`config.mk`:
```
export PLATFORM = sky130hd
export DESIGN_NAME = exe_div_ctrl
export DESIGN_NICKNAME = d
export VERILOG_FILES = /design/src/rtl/exe_div_pkg.sv /design/src/rtl/exe_div_ctrl_div_step.sv /design/src/rtl/exe_div_ctrl.sv
export SDC_FILE = /design/constraint.sdc
export NUM_CORES = 1
export LEC_CHECK = 0
export BUFFER_PORTS_ARGS = -buffer_cell sky130_fd_sc_hd__buf_2
export CAP_MARGIN = 10
export CORE_ASPECT_RATIO = 1.5
export CORE_MARGIN = 3
export CORE_UTILIZATION = 61
export CTS_CLUSTER_SIZE = 20
export DETAILED_ROUTE_END_ITERATION = 7
export GPL_TIMING_DRIVEN = 0
export PLACE_DENSITY = 0.82
export SETUP_SLACK_MARGIN = 0.3
export SYNTH_ARGS = -nofsm -noshare
export SYNTH_HDL_FRONTEND = slang
export SYNTH_SLANG_ARGS = --single-unit
export TNS_END_PERCENT = 10
```
`constraint.sdc`:
```
create_clock -name clk -period 7.72 [get_ports clk]
set_clock_uncertainty 0.2 [all_clocks]
set_input_delay 1.158 -clock clk [delete_from_list [all_inputs] [get_ports clk]]
set_output_delay 1.158 -clock clk [all_outputs]
set_load 0.005 [all_outputs]
```
`src/rtl/exe_div_pkg.sv`:
```
// Shared definitions for the EXE-stage divide sequencer:
// FSM state encoding, div_op bit positions and default width.
package exe_div_pkg;
  localparam int DIV_XLEN = 32;
  localparam int OP_MOD   = 0;
  localparam int OP_UNS   = 1;

  typedef enum logic [1:0] {
    S_IDLE = 2'd0,
    S_BUSY = 2'd1,
    S_DONE = 2'd2
  } div_state_t;
endpackage

```
`src/rtl/exe_div_ctrl_div_step.sv`:
```
// One combinational radix-2 restoring divide step.
// Ports: rem_in/dvd_msb/dvs in; rem_out/q_bit out.
module div_step #(
  parameter int W = 32
) (
  input  logic [W-1:0] rem_in,
  input  logic         dvd_msb,
  input  logic [W-1:0] dvs,
  output logic [W-1:0] rem_out,
  output logic         q_bit
);
  logic [W:0] sh;

  assign sh    = {rem_in, dvd_msb};
  assign q_bit = sh >= {1'b0, dvs};
  // When the subtract happens the result is < dvs, so
  // modulo-2^W arithmetic on the low bits is exact.
  assign rem_out = q_bit ? (sh[W-1:0] - dvs) : sh[W-1:0];
endmodule

```
`src/rtl/exe_div_ctrl.sv`:
```
// Multi-cycle DIV.W/MOD.W/DIV.WU/MOD.WU sequencer for EXE.
// Ports: clk, reset, es_valid, div_req, div_op, div_src1,
//   div_src2, ms_allow_in in; div_stall, div_result,
//   div_busy out. Option macro: DIV_FAST_PATH_EN.
module exe_div_ctrl
  import exe_div_pkg::*;
#(
  parameter int XLEN  = DIV_XLEN,
  parameter int CNT_W = $clog2(XLEN)
) (
  input  logic            clk,
  input  logic            reset,
  input  logic            es_valid,
  input  logic            div_req,
  input  logic [1:0]      div_op,
  input  logic [XLEN-1:0] div_src1,
  input  logic [XLEN-1:0] div_src2,
  input  logic            ms_allow_in,
  output logic            div_stall,
  output logic [XLEN-1:0] div_result,
  output logic            div_busy
);
  div_state_t state, state_n;

  logic [CNT_W-1:0] cnt;
  logic [XLEN-1:0]  dvd;
  logic [XLEN-1:0]  dvs;
  logic [XLEN-1:0]  rem;
  logic             neg_q;
  logic             neg_r;
  logic             is_mod;

  logic            req;
  logic            sgn;
  logic [XLEN-1:0] abs1;
  logic [XLEN-1:0] abs2;
  logic            fast;
  logic            last;
  logic [XLEN-1:0] rem_out;
  logic            q_bit;
  logic [XLEN-1:0] q_fin;
  logic [XLEN-1:0] q_fix;
  logic [XLEN-1:0] r_fix;

  assign req  = es_valid & div_req;
  assign sgn  = ~div_op[OP_UNS];
  assign abs1 = (sgn & div_src1[XLEN-1]) ? -div_src1 : div_src1;
  assign abs2 = (sgn & div_src2[XLEN-1]) ? -div_src2 : div_src2;
  assign last = cnt == CNT_W'(XLEN-1);

`ifdef DIV_FAST_PATH_EN
  // Quotient is trivially 0 (or all ones on zero divisor).
  assign fast = (abs2 == '0) | (abs2 > abs1);
`else
  assign fast = 1'b0;
`endif

  div_step #(.W(XLEN)) u_step (
    .rem_in  (rem),
    .dvd_msb (dvd[XLEN-1]),
    .dvs     (dvs),
    .rem_out (rem_out),
    .q_bit   (q_bit)
  );

  // Zero divisor yields all ones unsigned; no negation then.
  assign q_fin = {dvd[XLEN-2:0], q_bit};
  assign q_fix = (neg_q & (dvs != '0)) ? -q_fin : q_fin;
  assign r_fix = neg_r ? -rem_out : rem_out;

  always_comb begin
    state_n = state;
    unique case (state)
      S_IDLE: if (req) state_n = fast ? S_DONE : S_BUSY;
      S_BUSY: begin
        if (!req)      state_n = S_IDLE;
        else if (last) state_n = S_DONE;
      end
      S_DONE: if (!req || ms_allow_in) state_n = S_IDLE;
      default: state_n = S_IDLE;
    endcase
  end

  always_ff @(posedge clk) begin
    if (reset) begin
      state      <= S_IDLE;
      cnt        <= '0;
      dvd        <= '0;
      dvs        <= '0;
      rem        <= '0;
      neg_q      <= 1'b0;
      neg_r      <= 1'b0;
      is_mod     <= 1'b0;
      div_result <= '0;
    end else begin
      state <= state_n;
      if (state == S_IDLE && req) begin
        dvd    <= abs1;
        dvs    <= abs2;
        rem    <= '0;
        cnt    <= '0;
        neg_q  <= sgn & (div_src1[XLEN-1] ^ div_src2[XLEN-1]);
        neg_r  <= sgn & div_src1[XLEN-1];
        is_mod <= div_op[OP_MOD];
        if (fast)
          div_result <= div_op[OP_MOD] ? div_src1 :
                        ((abs2 == '0) ? '1 : '0);
      end else if (state == S_BUSY) begin
        dvd <= q_fin;
        rem <= rem_out;
        cnt <= cnt + CNT_W'(1);
        if (last && req)
          div_result <= is_mod ? r_fix : q_fix;
      end
    end
  end

  assign div_stall = req & (state != S_DONE) & ~reset;
  assign div_busy  = state != S_IDLE;
endmodule

```
==> impl_metrics.csv, run 1 <==
group,metric,value,unit
status,status,"finished clean",
die,initial_core_util,0.629,
route,wl_per_cell,21.7,um
cells_and_area,drive_gt1_frac,0.115,
clocking,clk_latency,0.44,ns
clocking,cts_resized,0,
sta,worst_pin_slew,0.992,ns
placed_design,numPortBuffers,103,
grt,gr-total-overflow,0,
worst_setup_path,path_class,"reg -> reg",
synthesis,synth_top_area_frac,0.250,
worst_setup_path,startpoint,"dvs[15]",
die,die_area,19800,um2
clocking,postCtsHoldBufs,0,
sta,fin_ws,0.770,ns
route,drt_iter0_markers,1235,
clocking,cts_tree,"done",
worst_setup_path,ff2ff_setup_slack,0.77,ns
route,drc,0,
sta,finalHoldViolations,0,
synthesis,yosys.cell_types.count,85,
clocking,htree_levels,4,
hold_path,hp-start,"div_result[5]",
sta,slew_headroom,0.332,
grt,grt_max_degree,17,
job,drv_cap,0,
synthesis,syn_avg_cell_area,7.26,um2
power_and_ir_drop,p_per_area,216,nW/um2
route,drt-total-wl,40600,um
synthesis,ys_warn_count,0,
synthesis,ys_seq_area_frac,0.250,
worst_setup_path,crit_path_end,"div_result[28]",
die,fp.coreArea,17600,um2
sta,min_period_over_period,0.900,
grt,grt_use_total,0.413,
synthesis,async_reset_ff_frac,0,
sta,finalMaxSlewViolations,0,
die,num_rows,59,
clocking,clockBufferDepth,2,
hold_path,hold_class,"reg -> reg",
synthesis,synth.area.top_cells,"dfxtp_1 25%, nor2_1 6.8%, nand2_1 6.1%",
grt,grt_pass1_vias,12286,
worst_setup_path,cp_max_fo,10,
worst_setup_path,cp.arrival,7.08,ns
worst_setup_path,worstSetupStartpointType,"flop",
route,ant_nets,0,
power_and_ir_drop,cellLeakagePower,0.00476,uW
clocking,clkSinkCount,138,
worst_setup_path,rr_endpoint,"div_result[28]",
clocking,path_clk_slew,0.07,ns
die,die_w,116,um
synthesis,ys_ff_latch,138,
grt,grt_pass1_wl,63300,um
cells_and_area,final_nets,1756,
clocking,post_cts_buffers,0,
placed_design,gp_congestion,1.04,
synthesis,synth_flop_cell,"dfxtp_1",
worst_setup_path,worst_ep_required_time,7.85,ns
synthesis,yosys.area.top_type,"dfxtp_1",
placed_design,pre_cts_ws,0.912,ns
sta,finalSetupViolations,0,
clocking,cts_buffers,17,
grt,antenna_found_initial,0,
synthesis,syn-num-nets,1634,
cells_and_area,n_antenna_cell,0,
die,die_y,171,um
route,vias,12489,
sta,tns,0,ns
placed_design,dp_hpwl,31800,um
synthesis,synth_edf_count,0,
cells_and_area,area.growth.synth_to_final,12.8,%
route,first_pass_iters,8,
synthesis,syn-cell-area,11100,um2
sta,grt_setup_unrepaired,"false",
worst_setup_path,r2r_cells,23,
power_and_ir_drop,ir_drop,0.125,mV
route,vias_per_cell,6.67,
worst_setup_path,cp-end-kind,"flop",
sta,fin_crit,6.95,ns
die,pin_count,105,
cells_and_area,nFillCells,1521,
synthesis,synthCells,1524,
worst_setup_path,r2r_start,"dvs[15]",
clocking,root_buffer,"clkbuf_16",
sta,max_freq,144,MHz
-- metrics by stage --
stage / instance area [um2] / utilization / instances / hold WS (ns) / total power (uW)
floorplan: 11100 / - / 1524 / 0.241 / 1480
global placement: 11800 / 0.674 / 1840 / 0.244 / 1760
detailed placement: 11800 / 0.674 / 1840 / 0.247 / 1770
CTS: 12500 / 0.709 / 1872 / 0.257 / 2630
global route: 12500 / 0.710 / 1872 / 0.278 / 2780
finish: 12500 / 0.710 / 1872 / 0.254 / 2690
-- power breakdown --
group	switching, uW	internal, uW
clock network	356	525
registers	42.2	745
logic	669	354
-- cells in the mapped netlist, drive strengths merged (22+ instances only) --
master and instances:
nor2 202, nand2 183, dfxtp 138, a21oi 105, o21ai 79, a211oi 73, clkbuf 71, xor2 66
xnor2 61, inv 55, nor3 54, ha 38, a311oi 35, buf 24, nand4 24, or3 24
mux2i 23, nor4 22
-- cells by family after synthesis --
| group | after synthesis | synth area share |
|---|---|---|
| buffers and inverters | 150 | 0.0547 |
| flip-flops | 138 | 0.250 |
| XOR/XNOR | 127 | 0.101 |
| adder cells (fa/ha/maj) | 39 | 0.0448 |
| multiplexers | 31 | 0.0300 |
| AO/OA/AOI/OAI | 426 | 0.261 |
| AND/OR/NAND/NOR | 613 | 0.259 |
-- metal layers --
| metal | track usage | part of all wire |
|---|---|---|
| met2 | 0.707 | 0.48 |
| met3 | 0.0757 | 0.083 |
| met5 | 0 | 0 |
| met1 | 0.427 | 0.33 |
| met4 | 0.353 | 0.10 |
-- layout by cell type (no fill, tap or decap), types with 10 or more instances in the layout --
cell and count:
xnor2_1 61, nand3_1 20, a311oi_1 35, or3_1 24, or4_1 11, nand2_1 181, and2_1 14, nand4_1 22
a31oi_1 14, o21ai_0 73, o31ai_1 19, o211ai_1 12, dfxtp_1 138, ha_1 38, clkbuf_16 17, a21oi_1 104
xor2_1 66, and3_1 10, nor2_1 201, nor3_1 53, mux2i_1 23, inv_1 54, nor2b_1 12, buf_2 121
a211oi_1 72, clkbuf_1 71, nand2b_1 17, nor4_1 21
-- registers in the layout (all words and copies together), names as in the netlist --
signal and count:
cnt 5, state 2, rem 32, is_mod 1, neg_r 1, dvd 32
div_result 32, neg_q 1, dvs 32
-- worst max-delay path, stage by stage (launching register included) --
cell	delay [ns]
dfxtp_1	0.39
inv_1	0.13
ha_1	0.32
buf_4	0.18
nand4_2	0.14
nor3_2	0.43
o211ai_2	0.20
and2_4	0.21
or4_4	0.47
buf_6	0.15
nand2_2	0.09
buf_4	0.22
buf_2	0.41
buf_2	0.37
mux2i_1	0.39
ha_1	0.27
nand2_1	0.08
nor4_2	0.35
nand4_1	0.19
o41a_1	0.55
and4bb_2	0.38
a41oi_1	0.16
xnor2_1	0.18
a2111oi_1	0.37
-- worst min-delay path by stage --
stage	to	slack [ns]	cells after the start
after floorplan	cnt[4]	0.24	2
after global placement	div_result[6]	0.24	2
after detailed placement	div_result[5]	0.25	2
after CTS	div_result[5]	0.26	2
after global routing	cnt[4]	0.28	2
final	div_result[5]	0.25	2
-- final cells by class --
type	count	area, um2	share of cell area
Multi-Input combinational cell	1236	7700	0.617
Sequential cell	138	2760	0.222
Timing Repair Buffer	103	515	0.0413
Clock buffer	19	443	0.0355
Buffer	95	399	0.0320
Tap cell	213	267	0.0214
Inverter	55	206	0.0166
Clock inverter	13	179	0.0143
Power figures use the tool's default switching activity.
==> inputs of run 2 (changes only) <==
- RECOVER_POWER: unset -> 25
==> run 2 against run 1 <==
The run now ends with design-rule violations left. Largest power group unchanged. Largest cell class unchanged. Critical path type unchanged. First-iteration DRC count up 3.3%. Maximum frequency is 0.51% higher. Non-clock buffer count unchanged. Worst setup slack gained 0.035 ns. Critical endpoint unchanged. Design area decreased by 0.24%. Sequential power hardly changed. Die area unchanged. Routed wire length down 0.13%. Sequential share of layout area is 0.054 points higher.
==> impl_metrics.csv, run 2 (same netlist as run 1, synthesis figures left out) <==
group,metric,value,unit
clocking,cts_buffers,17,
sta,finalSetupViolations,0,
sta,slew_headroom,0.356,
route,first_pass_iters,8,
sta,max_freq,145,MHz
clocking,clkSinkCount,138,
sta,min_period_over_period,0.896,
sta,finalMaxSlewViolations,0,
worst_setup_path,cp_max_fo,10,
sta,finalHoldViolations,0,
hold_path,hp-start,"div_result[5]",
grt,gr-total-overflow,0,
grt,grt_pass1_vias,12286,
cells_and_area,n_antenna_cell,0,
worst_setup_path,worst_ep_required_time,7.85,ns
placed_design,dpl_cell_area,11800,um2
power_and_ir_drop,p_per_area,216,nW/um2
die,initial_core_util,0.629,
die,die_w,116,um
placed_design,numPortBuffers,103,
grt,grt_pass1_wl,63300,um
status,violations,"design-rule violations",
power_and_ir_drop,cellLeakagePower,0.00465,uW
job,drv_cap,0,
worst_setup_path,r2r_start,"dvs[15]",
die,fp.coreArea,17600,um2
die,die_area,19800,um2
route,drc,4,
clocking,clockBufferDepth,2,
grt,antenna_found_initial,0,
clocking,path_clk_slew,0.07,ns
grt,grt_max_degree,17,
clocking,clk_latency,0.44,ns
clocking,htree_levels,4,
sta,grt_setup_unrepaired,"false",
worst_setup_path,r2r_cells,23,
route,drt_iter0_markers,1276,
hold_path,hold_path_end,"div_result[5]",
power_and_ir_drop,ir_drop,0.124,mV
hold_path,hold_class,"reg -> reg",
clocking,root_buffer,"clkbuf_16",
worst_setup_path,path_class,"reg -> reg",
die,die_y,171,um
worst_setup_path,cp-end-kind,"flop",
cells_and_area,layout_commonest_cell,"nor2_1",
cells_and_area,layout_common_cells,"201 x nor2_1, 181 x nand2_1, 138 x dfxtp_1, 104 x a21oi_1, 97 x buf_2",
hold_path,min_path_cells,2,
cells_and_area,utilization,0.708,
route,wl_per_cell,21.6,um
clocking,post_cts_buffers,0,
route,ant_nets,0,
route,vias_per_cell,6.65,
route,drt-total-wl,40500,um
worst_setup_path,worstSetupStartpointType,"flop",
die,pin_count,105,
status,status,"finished, violations left",
sta,fin_crit,6.91,ns
worst_setup_path,ff2ff_setup_slack,0.81,ns
cells_and_area,final_area,12400,um2
sta,worst_pin_slew,0.957,ns
worst_setup_path,rr_endpoint,"div_result[28]",
worst_setup_path,cp.arrival,7.04,ns
placed_design,gp_congestion,1.04,
placed_design,dp_hpwl,31800,um
sta,tns,0,ns
clocking,cts_tree,"done",
cells_and_area,drive_gt1_frac,0.101,
die,num_rows,59,
route,vias,12458,
grt,grt_use_total,0.413,
cells_and_area,area.growth.synth_to_final,12.5,%
cells_and_area,final_nets,1756,
-- run 2: critical path, cell delays in order (launching register included) --
cell and delay, ns:
dfxtp_1 0.39, inv_1 0.13, ha_1 0.32, buf_4 0.18, nand4_2 0.14, nor3_2 0.43
o211ai_2 0.20, and2_4 0.21, or4_4 0.47, buf_6 0.15, nand2_2 0.09, buf_4 0.21
buf_2 0.40, buf_2 0.37, mux2i_1 0.38, ha_1 0.27, nand2_1 0.08, nor4_2 0.34
nand4_1 0.19, o41a_1 0.54, and4bb_2 0.38, a41oi_1 0.16, xnor2_1 0.18, a2111oi_1 0.37
-- run 2: metal layers --
layer,vias to the layer above,GRT usage,wire length [um]
met5,-,0,0
li1,5784,-,-
met2,678,0.707,19600
met4,0,0.353,4060
met3,241,0.0757,3080
met1,5755,0.427,13800
-- run 2: layout make-up --
type	instances	area, um2
plain buffers	95	399
clock buffers	19	443
clock inverters	13	179
fillers	1540	5130
inverters	55	206
multi-input cells	1236	7700
flip-flops and latches	138	2760
well taps	213	267
repair buffers	103	485
-- run 2: how the worst max path moves through the flow --
stage	from	to	slack, ns
floorplan	dvs[16]	div_result[28]	2.37
global placement	dvs[14]	div_result[30]	0.85
detailed placement	dvs[15]	div_result[30]	0.91
CTS	dvs[15]	div_result[28]	0.80
global route	dvs[14]	div_result[28]	0.45
finish	dvs[15]	div_result[28]	0.81
-- run 2: power breakdown --
group	leakage (uW)	total, uW	internal, uW	switching [uW]
logic	0.00322	1020	354	668
registers	0.00113	787	745	42.3
clock network	0.000301	880	525	354
-- run 2: repair_timing --
action,CTS,global route
gates resized for setup,0,3
endpoints found under the setup margin,0,8
hold buffers,0,0
-- run 2: metrics by stage --
| step | total power (uW) | setup slack (ns) | hold slack, ns | instances |
|---|---|---|---|---|
| 2_1_floorplan | 1480 | 2.37 | 0.241 | 1524 |
| 3_3_place_gp | 1760 | 0.854 | 0.244 | 1840 |
| 3_5_place_dp | 1770 | 0.912 | 0.247 | 1840 |
| 4_1_cts | 2630 | 0.799 | 0.257 | 1872 |
| 5_1_grt | 2780 | 0.452 | 0.278 | 1872 |
| 6_report | 2690 | 0.806 | 0.254 | 1872 |
==> inputs of run 3 (changes only) <==
- PLACE_DENSITY: 0.82 -> 0.89
==> run 3 against run 2 <==
The flow still finishes with violations (design-rule violations). Non-clock buffer count unchanged. Sequential power barely moved. Worst setup slack improved by 0.058 ns. Critical path depth did not move. Hold slack gained 0.012 ns. Utilization is 0.13 points lower. Die area stayed put. Register-to-register slack gained 0.06 ns. First-iteration DRC count is 14% lower. Routed wire length grew 2.2%. Combinational power is essentially flat.
==> impl_metrics.csv, run 3 (same netlist as run 1, synthesis figures left out) <==
group,metric,value,unit
status,status,"finished, violations left",
status,violations,"design-rule violations",
grt,gr-total-overflow,0,
clocking,clk_latency,0.45,ns
route,vias,12505,
route,ant_nets,0,
worst_setup_path,r2r_cells,23,
die,die_w,116,um
route,drt_iter0_markers,1095,
grt,antenna_found_initial,0,
power_and_ir_drop,ir_drop,0.175,mV
placed_design,numPortBuffers,103,
placed_design,dpl_cell_area,11800,um2
worst_setup_path,ff2ff_setup_slack,0.86,ns
clocking,root_buffer,"clkbuf_16",
worst_setup_path,worstSetupStartpointType,"flop",
cells_and_area,n_antenna_cell,0,
sta,grt_setup_unrepaired,"false",
worst_setup_path,startpoint,"dvs[21]",
die,die_y,171,um
route,wl_per_cell,22.1,um
clocking,path_clk_slew,0.07,ns
worst_setup_path,max_stage_delay,0.55,ns
cells_and_area,layout_commonest_cell,"nor2_1",
worst_setup_path,cp-end-kind,"flop",
worst_setup_path,r2r_start,"dvs[21]",
sta,finalMaxSlewViolations,0,
worst_setup_path,cp.arrival,6.98,ns
clocking,cts_resized,0,
die,pin_count,105,
cells_and_area,layout_common_cells,"201 x nor2_1, 181 x nand2_1, 138 x dfxtp_1, 104 x a21oi_1, 103 x buf_2",
placed_design,gp_congestion,1.02,
worst_setup_path,cp.depth,23,
cells_and_area,drive_gt1_frac,0.104,
route,vias_per_cell,6.68,
cells_and_area,area.growth.synth_to_final,12.3,%
clocking,post_cts_buffers,0,
route,drt-total-wl,41400,um
sta,min_period_over_period,0.888,
sta,fin_crit,6.86,ns
worst_setup_path,worst_ep_required_time,7.85,ns
sta,tns,0,ns
clocking,clockBufferDepth,2,
sta,max_freq,146,MHz
grt,grt_max_degree,18,
worst_setup_path,path_cells,"inv_1 > ha_1 > clkbuf_1 > nand2_1 > nor2_1 > nand3_1 > or4_1 > o211a_1 > clkbuf_1 > nand2_2 > buf_4 > buf_2 > buf_2 > mux2i_1 > ha_1 > nand2_1 > nor4_1 > nand4_1 > o41a_1 > and4bb_2 > a41oi_1 > xnor2_1 > a2111oi_1",
cells_and_area,final_nets,1756,
grt,grt_pass1_vias,12203,
hold_path,hold_class,"reg -> reg",
die,num_rows,59,
cells_and_area,multiInputGateArea,7690,um2
clocking,htree_levels,4,
hold_path,hp-start,"div_result[11]",
clocking,clkSinkCount,138,
worst_setup_path,rr_endpoint,"div_result[28]",
placed_design,dp_hpwl,32900,um
cells_and_area,nFillCells,1487,
sta,finalSetupViolations,0,
worst_setup_path,crit_path_end,"div_result[28]",
grt,grt_use_total,0.420,
clocking,cts_tree,"done",
sta,worst_pin_slew,0.968,ns
die,die_area,19800,um2
grt,grt_pass1_wl,64300,um
route,drc,14,
die,initial_core_util,0.629,
worst_setup_path,slowest_stage,"o41a_1",
hold_path,min_path_cells,2,
sta,slew_headroom,0.349,
worst_setup_path,path_class,"reg -> reg",
worst_setup_path,crit_family,"simple AND/OR/NAND/NOR gates",
clocking,postCtsHoldBufs,0,
power_and_ir_drop,p_per_area,213,nW/um2
worst_setup_path,crit_buf_inv,6,
worst_setup_path,cp_max_fo,10,
clocking,cts_buffers,17,
die,fp.coreArea,17600,um2
cells_and_area,final_area,12400,um2
route,first_pass_iters,8,
sta,finalHoldViolations,0,
job,drv_cap,0,
power_and_ir_drop,cellLeakagePower,0.00466,uW
cells_and_area,regArea,2760,um2
[run 3: changes by cell type in the layout (fill, tap and decap cells not counted)]
cell       change
clkinv_4       -2
inv_6          -1
clkbuf_1       -5
clkinv_8       +4
inv_8          +4
nor4_2         -1
bufinv_16      -3
nor4_1         +1
clkbuf_8       -1
buf_2          +6
buf_1          -2
[run 3: where the power goes]
| part | internal [uW] | leakage, uW | switching [uW] | total [uW] |
|---|---|---|---|---|
| Combinational | 354 | 0.00325 | 666 | 1020 |
| Clock | 437 | 0.000290 | 400 | 837 |
| Sequential | 744 | 0.00113 | 42.3 | 787 |
| Total | 1530 | 0.00466 | 1110 | 2640 |
[run 3: final cells by class]
type,instances,share of cell area
clock buffers,17,0.0343
repair buffers,103,0.0397
flip-flops and latches,138,0.222
well taps,213,0.0215
plain buffers,95,0.0321
clock inverters,15,0.0139
multi-input cells,1236,0.619
inverters,55,0.0166
[run 3: per-layer routing]
layer / GRT usage / wire length [um] / vias up
li1: - / - / 5791
met1: 0.434 / 14100 / 5761
met2: 0.711 / 19900 / 713
met3: 0.0701 / 2940 / 240
met4: 0.383 / 4410 / 0
met5: 0 / 0 / -
[run 3: through the flow]
stage / setup slack [ns] / hold slack, ns / total power [uW] / utilization / instances
floorplan: 2.37 / 0.241 / 1480 / - / 1524
global placement: 1.01 / 0.242 / 1760 / 0.674 / 1840
detailed placement: 0.970 / 0.253 / 1770 / 0.674 / 1840
CTS: 0.870 / 0.263 / 2590 / 0.708 / 1872
global route: 0.528 / 0.281 / 2750 / 0.707 / 1872
finish: 0.863 / 0.266 / 2640 / 0.707 / 1872
[run 3: worst min-delay path, cell delays in order (launching register included)]
cell and delay (ns):
dfxtp_1 0.32, nand2_1 0.05, a21oi_1 0.05
[run 3: how the worst min path moves through the flow]
stage	to	slack, ns
floorplan	cnt[4]	0.24
global placement	div_result[7]	0.24
detailed placement	div_result[10]	0.25
CTS	div_result[10]	0.26
global route	div_result[4]	0.28
finish	div_result[11]	0.27
